`config.mk`:
```
export PLATFORM = sky130hd
export DESIGN_NAME = clock_lose_ctrl
export DESIGN_NICKNAME = d
export VERILOG_FILES = /design/src/rtl/clock_lose_ctrl.sv
export SDC_FILE = /design/constraint.sdc
export NUM_CORES = 1
export LEC_CHECK = 0
export CAP_MARGIN = 0
export CORE_ASPECT_RATIO = 0.75
export CORE_MARGIN = 2
export CORE_UTILIZATION = 40
export DETAILED_ROUTE_END_ITERATION = 10
export HOLD_SLACK_MARGIN = 0.1
export SLEW_MARGIN = 20
export SYNTH_ARGS = -nofsm -noshare
export SYNTH_HDL_FRONTEND = slang
export SYNTH_SLANG_ARGS = --single-unit
```
`constraint.sdc`:
```
create_clock -name I_reference_clk -period 2.7 [get_ports I_reference_clk]
set_input_delay 0.675 -clock I_reference_clk [delete_from_list [all_inputs] [get_ports I_reference_clk]]
set_output_delay 0.675 -clock I_reference_clk [all_outputs]
set_load 0.005 [all_outputs]
```
`src/rtl/clock_lose_ctrl.sv`:
```
`default_nettype none
// ============================================================================
// Module   : clock_lose_ctrl
// Purpose  : Supervises a bank of clock_check channels. Distributes a
//            configurable threshold to the checkers, sequences each checker
//            through reset/holdoff/monitor/recovery, raises sticky loss
//            alarms and performs non-revertive selection of a healthy clock.
// Ports    : I_reference_clk   - sole clock, rising edge
//            I_reset           - asynchronous active-high reset
//            I_clock_lose      - per-channel loss flag (reference domain)
//            I_enable          - per-channel supervision enable (level)
//            I_cfg_load        - strobe latching the three cfg_* inputs
//            I_cfg_parameter   - checker threshold to distribute
//            I_cfg_holdoff     - settle cycles after start / reconfiguration
//            I_cfg_recover     - clean cycles needed to re-qualify a channel
//            I_alarm_clear     - strobe clearing the sticky alarms
//            O_clock_parameter - registered threshold to all checkers
//            O_checker_reset_n - active-low reset to each checker
//            O_alarm           - per-channel sticky loss alarm
//            O_active_sel      - index of the selected healthy clock
//            O_switch_pulse    - one-cycle pulse on every O_active_sel change
//            O_all_lost        - no channel currently healthy
// Revision : 1.0 - initial release
// ============================================================================
module clock_lose_ctrl #(
    parameter int CH_NUM = 4
) (
    input  logic              I_reference_clk,
    input  logic              I_reset,
    input  logic [CH_NUM-1:0] I_clock_lose,
    input  logic [CH_NUM-1:0] I_enable,
    input  logic              I_cfg_load,
    input  logic [4:0]        I_cfg_parameter,
    input  logic [7:0]        I_cfg_holdoff,
    input  logic [7:0]        I_cfg_recover,
    input  logic              I_alarm_clear,
    output logic [4:0]        O_clock_parameter,
    output logic [CH_NUM-1:0] O_checker_reset_n,
    output logic [CH_NUM-1:0] O_alarm,
    output logic [1:0]        O_active_sel,
    output logic              O_switch_pulse,
    output logic              O_all_lost
);

    localparam int SEL_W = 2;

    localparam logic [4:0] PARAM_RST   = 5'd16;
    localparam logic [7:0] HOLDOFF_RST = 8'd32;
    localparam logic [7:0] RECOVER_RST = 8'd64;

    typedef enum logic [2:0] {
        ST_DISABLED = 3'd0,
        ST_HOLDOFF  = 3'd1,
        ST_MONITOR  = 3'd2,
        ST_LOST     = 3'd3,
        ST_RECOVER  = 3'd4
    } state_t;

    // ------------------------------------------------------------------
    // Input retiming and configuration latch
    // ------------------------------------------------------------------
    logic [CH_NUM-1:0] lose_q;
    logic [4:0]        param_q;
    logic [7:0]        holdoff_q;
    logic [7:0]        recover_q;

    always_ff @(posedge I_reference_clk or posedge I_reset) begin
        if (I_reset) begin
            lose_q    <= '0;
            param_q   <= PARAM_RST;
            holdoff_q <= HOLDOFF_RST;
            recover_q <= RECOVER_RST;
        end else begin
            lose_q <= I_clock_lose;
            if (I_cfg_load) begin
                param_q   <= I_cfg_parameter;
                holdoff_q <= I_cfg_holdoff;
                recover_q <= I_cfg_recover;
            end
        end
    end

    assign O_clock_parameter = param_q;

    // ------------------------------------------------------------------
    // Per-channel supervision FSM
    // ------------------------------------------------------------------
    logic [CH_NUM-1:0] w_healthy;

    for (genvar gi = 0; gi < CH_NUM; gi++) begin : g_ch
        state_t     state_q;
        logic [7:0] cnt_q;
        logic       alarm_q;
        logic       chk_rst_n_q;
        logic [7:0] w_cnt_inc;

        // Saturating increment; the compare against holdoff/recover always
        // fires first, so saturation only guards against wrap.
        assign w_cnt_inc = (cnt_q == 8'hFF) ? cnt_q : cnt_q + 8'd1;

        always_ff @(posedge I_reference_clk or posedge I_reset) begin
            if (I_reset) begin
                state_q     <= ST_DISABLED;
                cnt_q       <= '0;
                alarm_q     <= 1'b0;
                chk_rst_n_q <= 1'b0;
            end else begin
                // An enabled channel is never DISABLED on the next cycle, so
                // the checker reset simply follows the registered enable.
                chk_rst_n_q <= I_enable[gi];

                // Clear first; a set later in this block overrides it.
                if (I_alarm_clear) begin
                    alarm_q <= 1'b0;
                end

                if (!I_enable[gi]) begin
                    state_q <= ST_DISABLED;
                    cnt_q   <= '0;
                end else if (I_cfg_load) begin
                    state_q <= ST_HOLDOFF;
                    cnt_q   <= '0;
                end else begin
                    case (state_q)
                        ST_DISABLED: begin
                            state_q <= ST_HOLDOFF;
                            cnt_q   <= '0;
                        end
                        ST_HOLDOFF: begin
                            // Loss flags are ignored while the checker settles.
                            if (cnt_q == holdoff_q) begin
                                state_q <= ST_MONITOR;
                            end else begin
                                cnt_q <= w_cnt_inc;
                            end
                        end
                        ST_MONITOR: begin
                            if (lose_q[gi]) begin
                                state_q <= ST_LOST;
                                alarm_q <= 1'b1;
                            end
                        end
                        ST_LOST: begin
                            if (!lose_q[gi]) begin
                                state_q <= ST_RECOVER;
                                cnt_q   <= '0;
                            end
                        end
                        ST_RECOVER: begin
                            if (lose_q[gi]) begin
                                state_q <= ST_LOST;
                                alarm_q <= 1'b1;
                            end else if (cnt_q == recover_q) begin
                                state_q <= ST_MONITOR;
                            end else begin
                                cnt_q <= w_cnt_inc;
                            end
                        end
                        default: begin
                            state_q <= ST_DISABLED;
                            cnt_q   <= '0;
                        end
                    endcase
                end
            end
        end

        assign w_healthy[gi]         = (state_q == ST_MONITOR);
        assign O_alarm[gi]           = alarm_q;
        assign O_checker_reset_n[gi] = chk_rst_n_q;
    end

    // ------------------------------------------------------------------
    // Non-revertive clock selection
    // ------------------------------------------------------------------
    logic [SEL_W-1:0] w_low_idx;
    logic             w_found;
    logic [SEL_W-1:0] sel_d;
    logic [SEL_W-1:0] sel_q;
    logic             pulse_d;
    logic             pulse_q;
    logic             all_lost_d;
    logic             all_lost_q;

    always_comb begin
        w_low_idx = '0;
        w_found   = 1'b0;
        for (int i = 0; i < CH_NUM; i++) begin
            if (w_healthy[i] && !w_found) begin
                w_low_idx = i[SEL_W-1:0];
                w_found   = 1'b1;
            end
        end
    end

    always_comb begin
        sel_d      = sel_q;
        pulse_d    = 1'b0;
        all_lost_d = !w_found;
        // Only move away from the current clock when it is no longer
        // healthy; a recovered lower-index clock does not pull selection back.
        if (w_found && !w_healthy[sel_q]) begin
            sel_d   = w_low_idx;
            pulse_d = 1'b1;
        end
    end

    always_ff @(posedge I_reference_clk or posedge I_reset) begin
        if (I_reset) begin
            sel_q      <= '0;
            pulse_q    <= 1'b0;
            all_lost_q <= 1'b1;
        end else begin
            sel_q      <= sel_d;
            pulse_q    <= pulse_d;
            all_lost_q <= all_lost_d;
        end
    end

    assign O_active_sel   = sel_q;
    assign O_switch_pulse = pulse_q;
    assign O_all_lost     = all_lost_q;

endmodule
`default_nettype wire

```
Yosys cells after proc, flatten, opt, wreduce, memory -nomap -nowiden:

Cells that the tools add are included.

* reduce and logical (&&, ||, !) cells: 25
* magnitude comparators: 1
* equality and inequality tests: 60
* muxes and demuxes: 94
* $add $sub $neg: 4

Operators by type and width (count)
* two-way mux 8 bit: 28
* one-hot mux 8 bit (4 select lines): 4
* != test 4 bit (second input constant): 24
* two-way mux 3 bit: 28
* == test 8 bit: 8
* one-hot mux 3 bit (5 select lines): 4
* adder 8 x 1 -> 8 bit (second input constant): 4
* == test 8 bit (second input constant): 4
* two-way mux 1 bit: 27
* == test 3 x 2 -> 1 bit (second input constant): 8
* != test 5 bit (second input constant): 4
* AND reduction 5 bit: 4
* AND reduction 4 bit: 4
* == test 3 x 1 -> 1 bit (second input constant): 4
* == test 3 bit (second input constant): 4
* logical NOT 3 bit: 4
* != test 3 bit (second input constant): 4
* OR reduction 2 bit: 4
* logical NOT 1 bit: 5
* logical AND 1 bit: 4
* two-way mux 2 bit: 2
* less-than comparator 2 x 3 -> 1 bit (second input constant): 1
* binary-select mux 1 bit (select 2 bit): 1

* bits in registers: 81
* logic and storage cells: 207
* output and inout bits: 17

Depth between registers and ports, before layout:

Gate-level depths: netlist of the first run.

* depth in word-level cells: 13
* depth in mapped cells: 8

Least setup slack after synthesis of the first run:

OpenSTA, ideal clock, no wires.

* path type: input to register
* from: input port I_cfg_load
* to: register g_ch[1].cnt_q[6]
* data required time: 2635 ps
* buffers on the path: 1
* setup time: 65 ps
* slack: 555 ps
* arrival time: 2080 ps
* stages on the path: 7
* cells stage by stage: buf_6 -> nand2b_4 -> or3_4 -> a2111oi_4 -> nand3_4 -> nor3_2 -> o22a_1

* word-level cells in the longest chain between the ends: 2

Ends and longest elaborated chain
* from (decl): RTL line 32 `input logic I_cfg_load,`
* != test 4 bit (no source line) (tied with other cells)
* AND reduction 5 bit (no source line) or two-way mux 8 bit (tied branches)
* to (signal assigned): RTL line 134 `cnt_q <= w_cnt_inc;`
* to (signal assigned): RTL line 156 `cnt_q <= w_cnt_inc;`
* to (decl): RTL line 92 `logic [7:0] cnt_q;`

Several ways; a longest one is shown, not always the timed one.
A chain may end at the register's enable or synchronous reset.

Final worst setup path of the first run:

* from: input port I_cfg_load
* to: register g_ch[0].cnt_q[5]

* word-level cells in the longest chain between the ends: 2

Ends and longest elaborated chain (RTL line)
* != test 4 bit (no source line) (tied with other cells)
* AND reduction 5 bit (no source line) or two-way mux 8 bit (tied branches)
* to (signal assigned): 134
* to (signal assigned): 156
* to (decl): 92

Several ways; a longest one is shown, not always the timed one.

==> results of run 1 <==
## routing by layer
layer | global-route usage (%) | vias up
li1 | - | 1965
met1 | 26.7 | 1996
met2 | 30.9 | 138
met3 | 4.72 | 21
met4 | 6.09 | 0
met5 | 0 | -
## cells in the final DEF, fill, tap and decap left out, types with 3 or more instances in the layout
master | netlist | routed
sky130_fd_sc_hd__mux2i_1 | 6 | 6
sky130_fd_sc_hd__o22a_1 | 12 | 12
sky130_fd_sc_hd__and3_1 | 9 | 9
sky130_fd_sc_hd__nor4_1 | 4 | 4
sky130_fd_sc_hd__clkbuf_16 | 0 | 9
sky130_fd_sc_hd__a221oi_1 | 3 | 3
sky130_fd_sc_hd__nand3_1 | 19 | 19
sky130_fd_sc_hd__a21oi_1 | 18 | 18
sky130_fd_sc_hd__dfrtp_1 | 77 | 77
sky130_fd_sc_hd__ha_1 | 4 | 4
sky130_fd_sc_hd__mux2_2 | 21 | 21
sky130_fd_sc_hd__o211ai_1 | 3 | 3
sky130_fd_sc_hd__nor3_1 | 11 | 11
sky130_fd_sc_hd__o31ai_1 | 4 | 4
sky130_fd_sc_hd__inv_1 | 17 | 16
sky130_fd_sc_hd__nor2_1 | 44 | 44
sky130_fd_sc_hd__dfstp_2 | 4 | 4
sky130_fd_sc_hd__o21ai_0 | 22 | 22
sky130_fd_sc_hd__xor2_1 | 33 | 33
sky130_fd_sc_hd__clkdlybuf4s50_1 | 0 | 49
sky130_fd_sc_hd__a21o_1 | 6 | 6
sky130_fd_sc_hd__a211oi_1 | 5 | 5
sky130_fd_sc_hd__clkbuf_1 | 4 | 3
sky130_fd_sc_hd__buf_12 | 0 | 3
sky130_fd_sc_hd__a32oi_1 | 3 | 3
sky130_fd_sc_hd__a31oi_1 | 6 | 6
sky130_fd_sc_hd__nand2_1 | 32 | 32
sky130_fd_sc_hd__o22ai_1 | 5 | 5
sky130_fd_sc_hd__nand2b_1 | 13 | 13
sky130_fd_sc_hd__o21ai_1 | 4 | 4
sky130_fd_sc_hd__nand4_1 | 11 | 11
sky130_fd_sc_hd__nor2b_1 | 12 | 12
sky130_fd_sc_hd__xnor2_1 | 38 | 38
sky130_fd_sc_hd__buf_4 | 14 | 14
## per-stage QoR
step | instance area, um2 | util (%) | cells
6_report | 6070 | 47.3 | 746
5_1_grt | 6070 | 47.3 | 746
4_1_cts | 6070 | 47.3 | 746
3_5_place_dp | 5750 | 44.8 | 730
3_3_place_gp | 5750 | 44.8 | 730
2_1_floorplan | 5190 | - | 545
## critical path, delay by kind of cell
kind,cells,cell delay (ps)
simple gates,2,540
buf+inv,2,620
compound gates,4,890
## path summary, 6_finish.rpt
| kind | slack [ps] | to | from | cells after the start |
|---|---|---|---|---|
| worst max-delay path | 270 | g_ch[0].cnt_q[5]$_DFFE_PP0P_ | I_cfg_load | 8 |
| worst max register to register | 490 | g_ch[1].cnt_q[1]$_DFFE_PP0P_ | recover_q[7]$_DFFE_PP0P_ | 6 |
| max in group asynchronous | 1330 | recover_q[6]$_DFFE_PP1P_ | I_reset | 3 |
| min in group asynchronous | 770 | holdoff_q[2]$_DFFE_PP0P_ | I_reset | 2 |
| worst min register to register | 490 | g_ch[3].alarm_q$_DFF_PP0_ | g_ch[3].alarm_q$_DFF_PP0_ | 2 |
| worst min-delay path | 490 | g_ch[3].alarm_q$_DFF_PP0_ | g_ch[3].alarm_q$_DFF_PP0_ | 2 |
## sequential cells by signal, summed over array words and instances, names as in the netlist
register           count
g_ch.cnt_q            32
g_ch.state_q          12
holdoff_q              8
recover_q              8
O_clock_parameter      5
g_ch.alarm_q           4
g_ch.chk_rst_n_q       4
lose_q                 4
O_active_sel           2
O_all_lost             1
O_switch_pulse         1
## area by class of cell
class                      instances  area, um2  share of cell area (%)
sequential                        81       2030                    33.5
tap                              171        214                    3.52
inverter                          17       67.6                    1.11
clock buffer                      14        264                    4.35
multi-input combinational        395       2780                    45.8
clock inverter                     2       60.1                   0.989
timing repair buffer              66        656                    10.8
## power by group
part | internal, mW | leakage, nW | total (mW) | switching, mW
clock | 0.862 | 0.157 | 1.35 | 0.492
combinational | 0.234 | 1.34 | 0.411 | 0.177
sequential | 1.28 | 1.05 | 1.41 | 0.130
## cell families after synthesis
family | count (synthesis) | synth area share, %
AOI/OAI and AO/OA | 116 | 16.3
xor gates and xnor gates | 71 | 12.0
adders and majority gates | 4 | 0.964
buffers and inverters | 69 | 7.28
DFF | 81 | 39.1
muxes | 27 | 5.71
and+or+nand+nor | 177 | 18.6
==> reports/qor.yml, run 1 <==
initial_antenna_violation_count: 0
drc_errors: 0
critical-path-max-stage-delay_ps: 450
max_freq_mhz: 411
finalMaxSlewViolations: 0
buffers_inserted_by_post_cts_timing_repair: 0
critPathLaunchType: "input pin"
cts_inserted_buffers: 9
ys_async_sr_fraction_pct: 100
data_required_time_of_the_critical_path_ps: 2990
route.final.wire_length_um: 12700
avgSynthCellArea_um2: 9.53
seq_area_frac_synth_pct: 39.1
routedWlPerCell_um: 17.0
hold-worst-slack_ps: 492
ys_ff_latch: 81
fin_worst_skew_ps: 8.06
die_y_um: 103
post_cts_hold_buffer_count: 0
coreArea_um2: 12800
pin_count: 50
first_global_vias: 4046
die_width_um: 136
floorplan.initialDensity_pct: 40.4
rsz0062_at_grt: "no"
routed_via_density: 5.52
drv.max_cap_violation_count: 0
synth_fp_nets: 582
path_max_fanout: 16
period_minus_slack_ps: 2430
fin_nets: 607
drtAntennaViolNets: 0
synthMostInstantiatedCell: "sky130_fd_sc_hd__dfrtp_1"
slew_headroom_pct: 56.6
yosys.cell_types.count: 73
cts_root_buf: "sky130_fd_sc_hd__clkbuf_16"
synth_area_um2: 5190
cts_num_sinks: 81
path_clk_slew_ps: 60
dominantRegCellSynth: "sky130_fd_sc_hd__dfrtp_1"
ys_top_cells_by_area: "sky130_fd_sc_hd__dfrtp_1 (37%), sky130_fd_sc_hd__xnor2_1 (6.4%), sky130_fd_sc_hd__xor2_1 (5.6%), sky130_fd_sc_hd__mux2_2 (4.6%), sky130_fd_sc_hd__nor2_1 (3.2%)"
cts.htree.levels: 3
finalWeightedCongestion: 0.889
synth_top_cells_by_count: "sky130_fd_sc_hd__dfrtp_1 (77), sky130_fd_sc_hd__nor2_1 (44), sky130_fd_sc_hd__xnor2_1 (38)"
max-clock-path-buffers: 2
timing.final.setup_violations: 0
grtUsageTotal_pct: 19.5
route.met3.wl_um: 933
num-fill-cells: 1180
maxUsedRoutingLayer: "met4"
grt_start_max_net_pins: 30
path_type_of_the_worst_setup_path: "in -> reg"
length_of_routed_met2_wiring_um: 5680
floorplan.rows: 36
design.die.area_um2: 13900
worstSkewPairLatency_ps: 350
synth_enable_flop_cells: 0
num_antenna_cells: 0
grt_overflow: 0
grt_pass1_wl_um: 21000
tightest_slew_ps: 645
yosys_warnings: 0
postCtsResizedCells: 0
crit_chain: "clkdlybuf4s50_1, buf_12, nand2b_4, or3_1, a31oi_1, o211ai_2, o41ai_2, a21o_1"
synth_top_cell_area_share_pct: 37.1
min_period_over_period_pct: 90.0
m1WireLength_um: 5860
final.setup.tns_ps: 0
run_status: "complete, no violations"
areaGrowthSynthToFinish_pct: 17.0
total_power_mw: 3.17
drive_gt1_share_pct: 13.0
tritoncts_clock_tree: "done"
cpMaxStageDelayCell: "sky130_fd_sc_hd__clkdlybuf4s50_1"
critical_path.endpoint_type: "flip-flop"
power.density_cell_area_nw_per_um2: 522
dpl_worst_slack_ps: -48.2
number_of_detailed_routing_iterations_run_before_antenna_repair: 5
ir_drop_uv: 361
route.vias.total: 4120
postSynthCellCount: 545
p_leak_nw: 2.55
worst_setup_slack_after_layout_ps: 269
number_of_port_buffers: 49
hp-class: "reg -> reg"
yosys.area.top_type: "sky130_fd_sc_hd__dfrtp_1"
cp_data_arrival_time_ps: 2720
drt_first_iter_violations: 274
final_hold_violating_endpoints: 0
hpwlAfterDp_um: 9370
No activity file was read; power rests on OpenSTA's default activity.
==> inputs of run 2 (changes only) <==
--- a/config.mk
+++ b/config.mk
@@ -5,11 +5,12 @@
 export SDC_FILE = /design/constraint.sdc
 export NUM_CORES = 1
 export LEC_CHECK = 0
-export CAP_MARGIN = 0
+export CAP_MARGIN = 20
 export CORE_ASPECT_RATIO = 0.75
 export CORE_MARGIN = 2
-export CORE_UTILIZATION = 40
+export CORE_UTILIZATION = 47
 export DETAILED_ROUTE_END_ITERATION = 10
+export DONT_BUFFER_PORTS = 1
 export HOLD_SLACK_MARGIN = 0.1
 export SLEW_MARGIN = 20
 export SYNTH_ARGS = -nofsm -noshare
==> reports/qor.yml, run 2 (same netlist as run 1, synthesis figures left out) <==
layout.cells.most_common_list: "sky130_fd_sc_hd__dfrtp_1 (77), sky130_fd_sc_hd__nor2_1 (44), sky130_fd_sc_hd__xnor2_1 (38), sky130_fd_sc_hd__xor2_1 (33), sky130_fd_sc_hd__nand2_1 (32)"
worst_setup_slack_after_layout_ps: 564  # +295 ps
cts_inserted_buffers: 9  # unchanged
floorplan.initialDensity_pct: 47.8  # +7.4 points
register_area_um2: 2030  # unchanged
finalMaxSlewViolations: 0  # unchanged
place.detailed.instances: 637  # -13%
path_max_fanout: 8  # -8
critPathLaunchType: "flip-flop"
crit_chain: "xor2_1, nor4_1, a2111oi_0, o22ai_1, a21o_2, o22a_1"
rsz0062_at_grt: "no"
run_status: "complete, no violations"
number_of_port_buffers: 0  # -100%
coreArea_um2: 10900  # -15%
min_period_over_period_pct: 79.1  # -11 points
hp-class: "in -> async"
max-clock-path-buffers: 2  # unchanged
rr_endpoint: "g_ch[1].cnt_q[3]$_DFFE_PP0P_"
number_of_detailed_routing_iterations_run_before_antenna_repair: 4  # -1
pin_count: 50  # unchanged
cts.htree.levels: 3  # unchanged
hpwlAfterDp_um: 8720  # -6.9%
crit_family: "compound AO/OA/AOI/OAI gates"
grt_pass1_wl_um: 20100  # -4.6%
crit_path_end: "g_ch[1].cnt_q[3]$_DFFE_PP0P_"
cts_root_buf: "sky130_fd_sc_hd__clkbuf_16"
worstSkewPairLatency_ps: 340  # about the same
initial_antenna_violation_count: 0  # unchanged
routed_via_density: 5.89  # +6.7%
reg2regPathDepth: 6  # unchanged
power.density_cell_area_nw_per_um2: 567  # +8.5%
drv.max_cap_violation_count: 0  # unchanged
reg2reg_start: "recover_q[1]$_DFFE_PP0P_"
grt_overflow: 0  # unchanged
ir_drop_uv: 331  # -8.3%
timing.final.setup_violations: 0  # unchanged
crit_start: "recover_q[1]$_DFFE_PP0P_"
period_minus_slack_ps: 2140  # -295 ps
design.die.area_um2: 11900  # -14%
grt_start_max_net_pins: 82  # +170%
tightest_slew_ps: 685  # +39.9 ps
largestRegisters: "g_ch.cnt_q (32), g_ch.state_q (12)"
critical-path-max-stage-delay_ps: 540  # +90 ps
worst-r2r-setup-slack_ps: 560  # +70 ps
drive_gt1_share_pct: 12.7  # -0.37 points
multi_input_comb_area_um2: 2780  # unchanged
routedWlPerCell_um: 18.3  # +7.6%
path_clk_slew_ps: 60  # about the same
route.final.wire_length_um: 12000  # -5.5%
finalWeightedCongestion: 0.925  # +4.0%
path_type_of_the_worst_setup_path: "reg -> reg"
p_leak_nw: 2.29  # -10%
floorplan.rows: 33  # -8.3%
route.vias.total: 3859  # -6.3%
drtAntennaViolNets: 0  # unchanged
cts_num_sinks: 81  # unchanged
fin_worst_skew_ps: 5.59  # -2.47 ps
postCtsResizedCells: 0  # unchanged
worstPathBufferInverterCount: 0  # -2
count_of_placed_standard_cells_in_the_final_layout_fillers_left_out: 655  # -12%
drt_first_iter_violations: 294  # +7.3%
cpMaxStageDelayCell: "sky130_fd_sc_hd__nor4_1"
grtUsageTotal_pct: 21.3  # +1.8 points
data_required_time_of_the_critical_path_ps: 2980  # about the same
fin_nets: 545  # -10%
buffers_inserted_by_post_cts_timing_repair: 0  # unchanged
critical_path.endpoint_type: "flip-flop"
cp_data_arrival_time_ps: 2410  # -310 ps
final_hold_violating_endpoints: 0  # unchanged
drc_errors: 0  # unchanged
crit_cells: 6  # -2
first_global_vias: 3855  # -4.7%
max_freq_mhz: 468  # +14%
final.setup.tns_ps: 0  # unchanged
num-fill-cells: 1007  # -15%
tritoncts_clock_tree: "done"
die_y_um: 95.0  # -7.4%
dpl_worst_slack_ps: 540  # +588 ps
die_width_um: 125  # -7.5%
layout.cells.most_common: "sky130_fd_sc_hd__dfrtp_1"
slew_headroom_pct: 54.1  # -2.5 points
areaGrowthSynthToFinish_pct: 4.82
largest_register: "g_ch.cnt_q"
finish.utilization_pct: 50.1  # +2.8 points
post_cts_hold_buffer_count: 0  # unchanged
largest_register_ff_count: 32  # unchanged
run 2: cell count changes in the layout (fill, tap and decap cells not counted), sizes merged:
cell           delta
inv               +2
diode             +2
clkdlybuf4s50    -49
clkbuf            -3
clkinvlp          +1
buf              -13
run 2: worst min-delay path by stage:
stage	slack (ps)	end	depth (start not counted)	startpoint
2_1_floorplan	450	g_ch[3].alarm_q$_DFF_PP0_	2	g_ch[3].alarm_q$_DFF_PP0_
3_3_place_gp	520	g_ch[3].alarm_q$_DFF_PP0_	2	g_ch[3].alarm_q$_DFF_PP0_
3_5_place_dp	520	g_ch[3].alarm_q$_DFF_PP0_	2	g_ch[3].alarm_q$_DFF_PP0_
4_1_cts	340	recover_q[1]$_DFFE_PP0P_	2	I_reset
5_1_grt	350	lose_q[3]$_DFF_PP0_	0	I_clock_lose[3]
6_report	310	g_ch[2].cnt_q[5]$_DFFE_PP0P_	2	I_reset
run 2: power breakdown:
| part | internal, mW | switching [mW] |
|---|---|---|
| registers | 1.28 | 0.133 |
| clock network | 0.867 | 0.503 |
| logic | 0.153 | 0.148 |
| total | 2.30 | 0.785 |
run 2: cell type report:
class / count / share of cell area, %
well taps: 140 / 3.22
diodes: 2 / 0.0920
flip-flops and latches: 81 / 37.3
repair buffers: 4 / 0.782
clock inverters: 5 / 1.56
multi-input cells: 395 / 51.1
clock buffers: 11 / 4.64
inverters: 17 / 1.24
run 2: metrics by stage:
stage	instance area, um2	hold slack, ps	total power [mW]
after detailed placement	5100	524	1.73
after global placement	5100	523	1.72
after CTS	5440	344	3.11
after global routing	5440	346	3.21
final	5440	315	3.08
after floorplan	5190	452	1.67
run 2: metal layers:
metal	vias to the layer above	share of wire (%)	global-route usage [%]	routed length, um
met5	-	0	0	0
met4	0	0.89	5.37	106
met3	15	5.8	6.40	694
met2	105	44	32.3	5300
met1	1899	49	30.2	5860
li1	1840	-	-	-
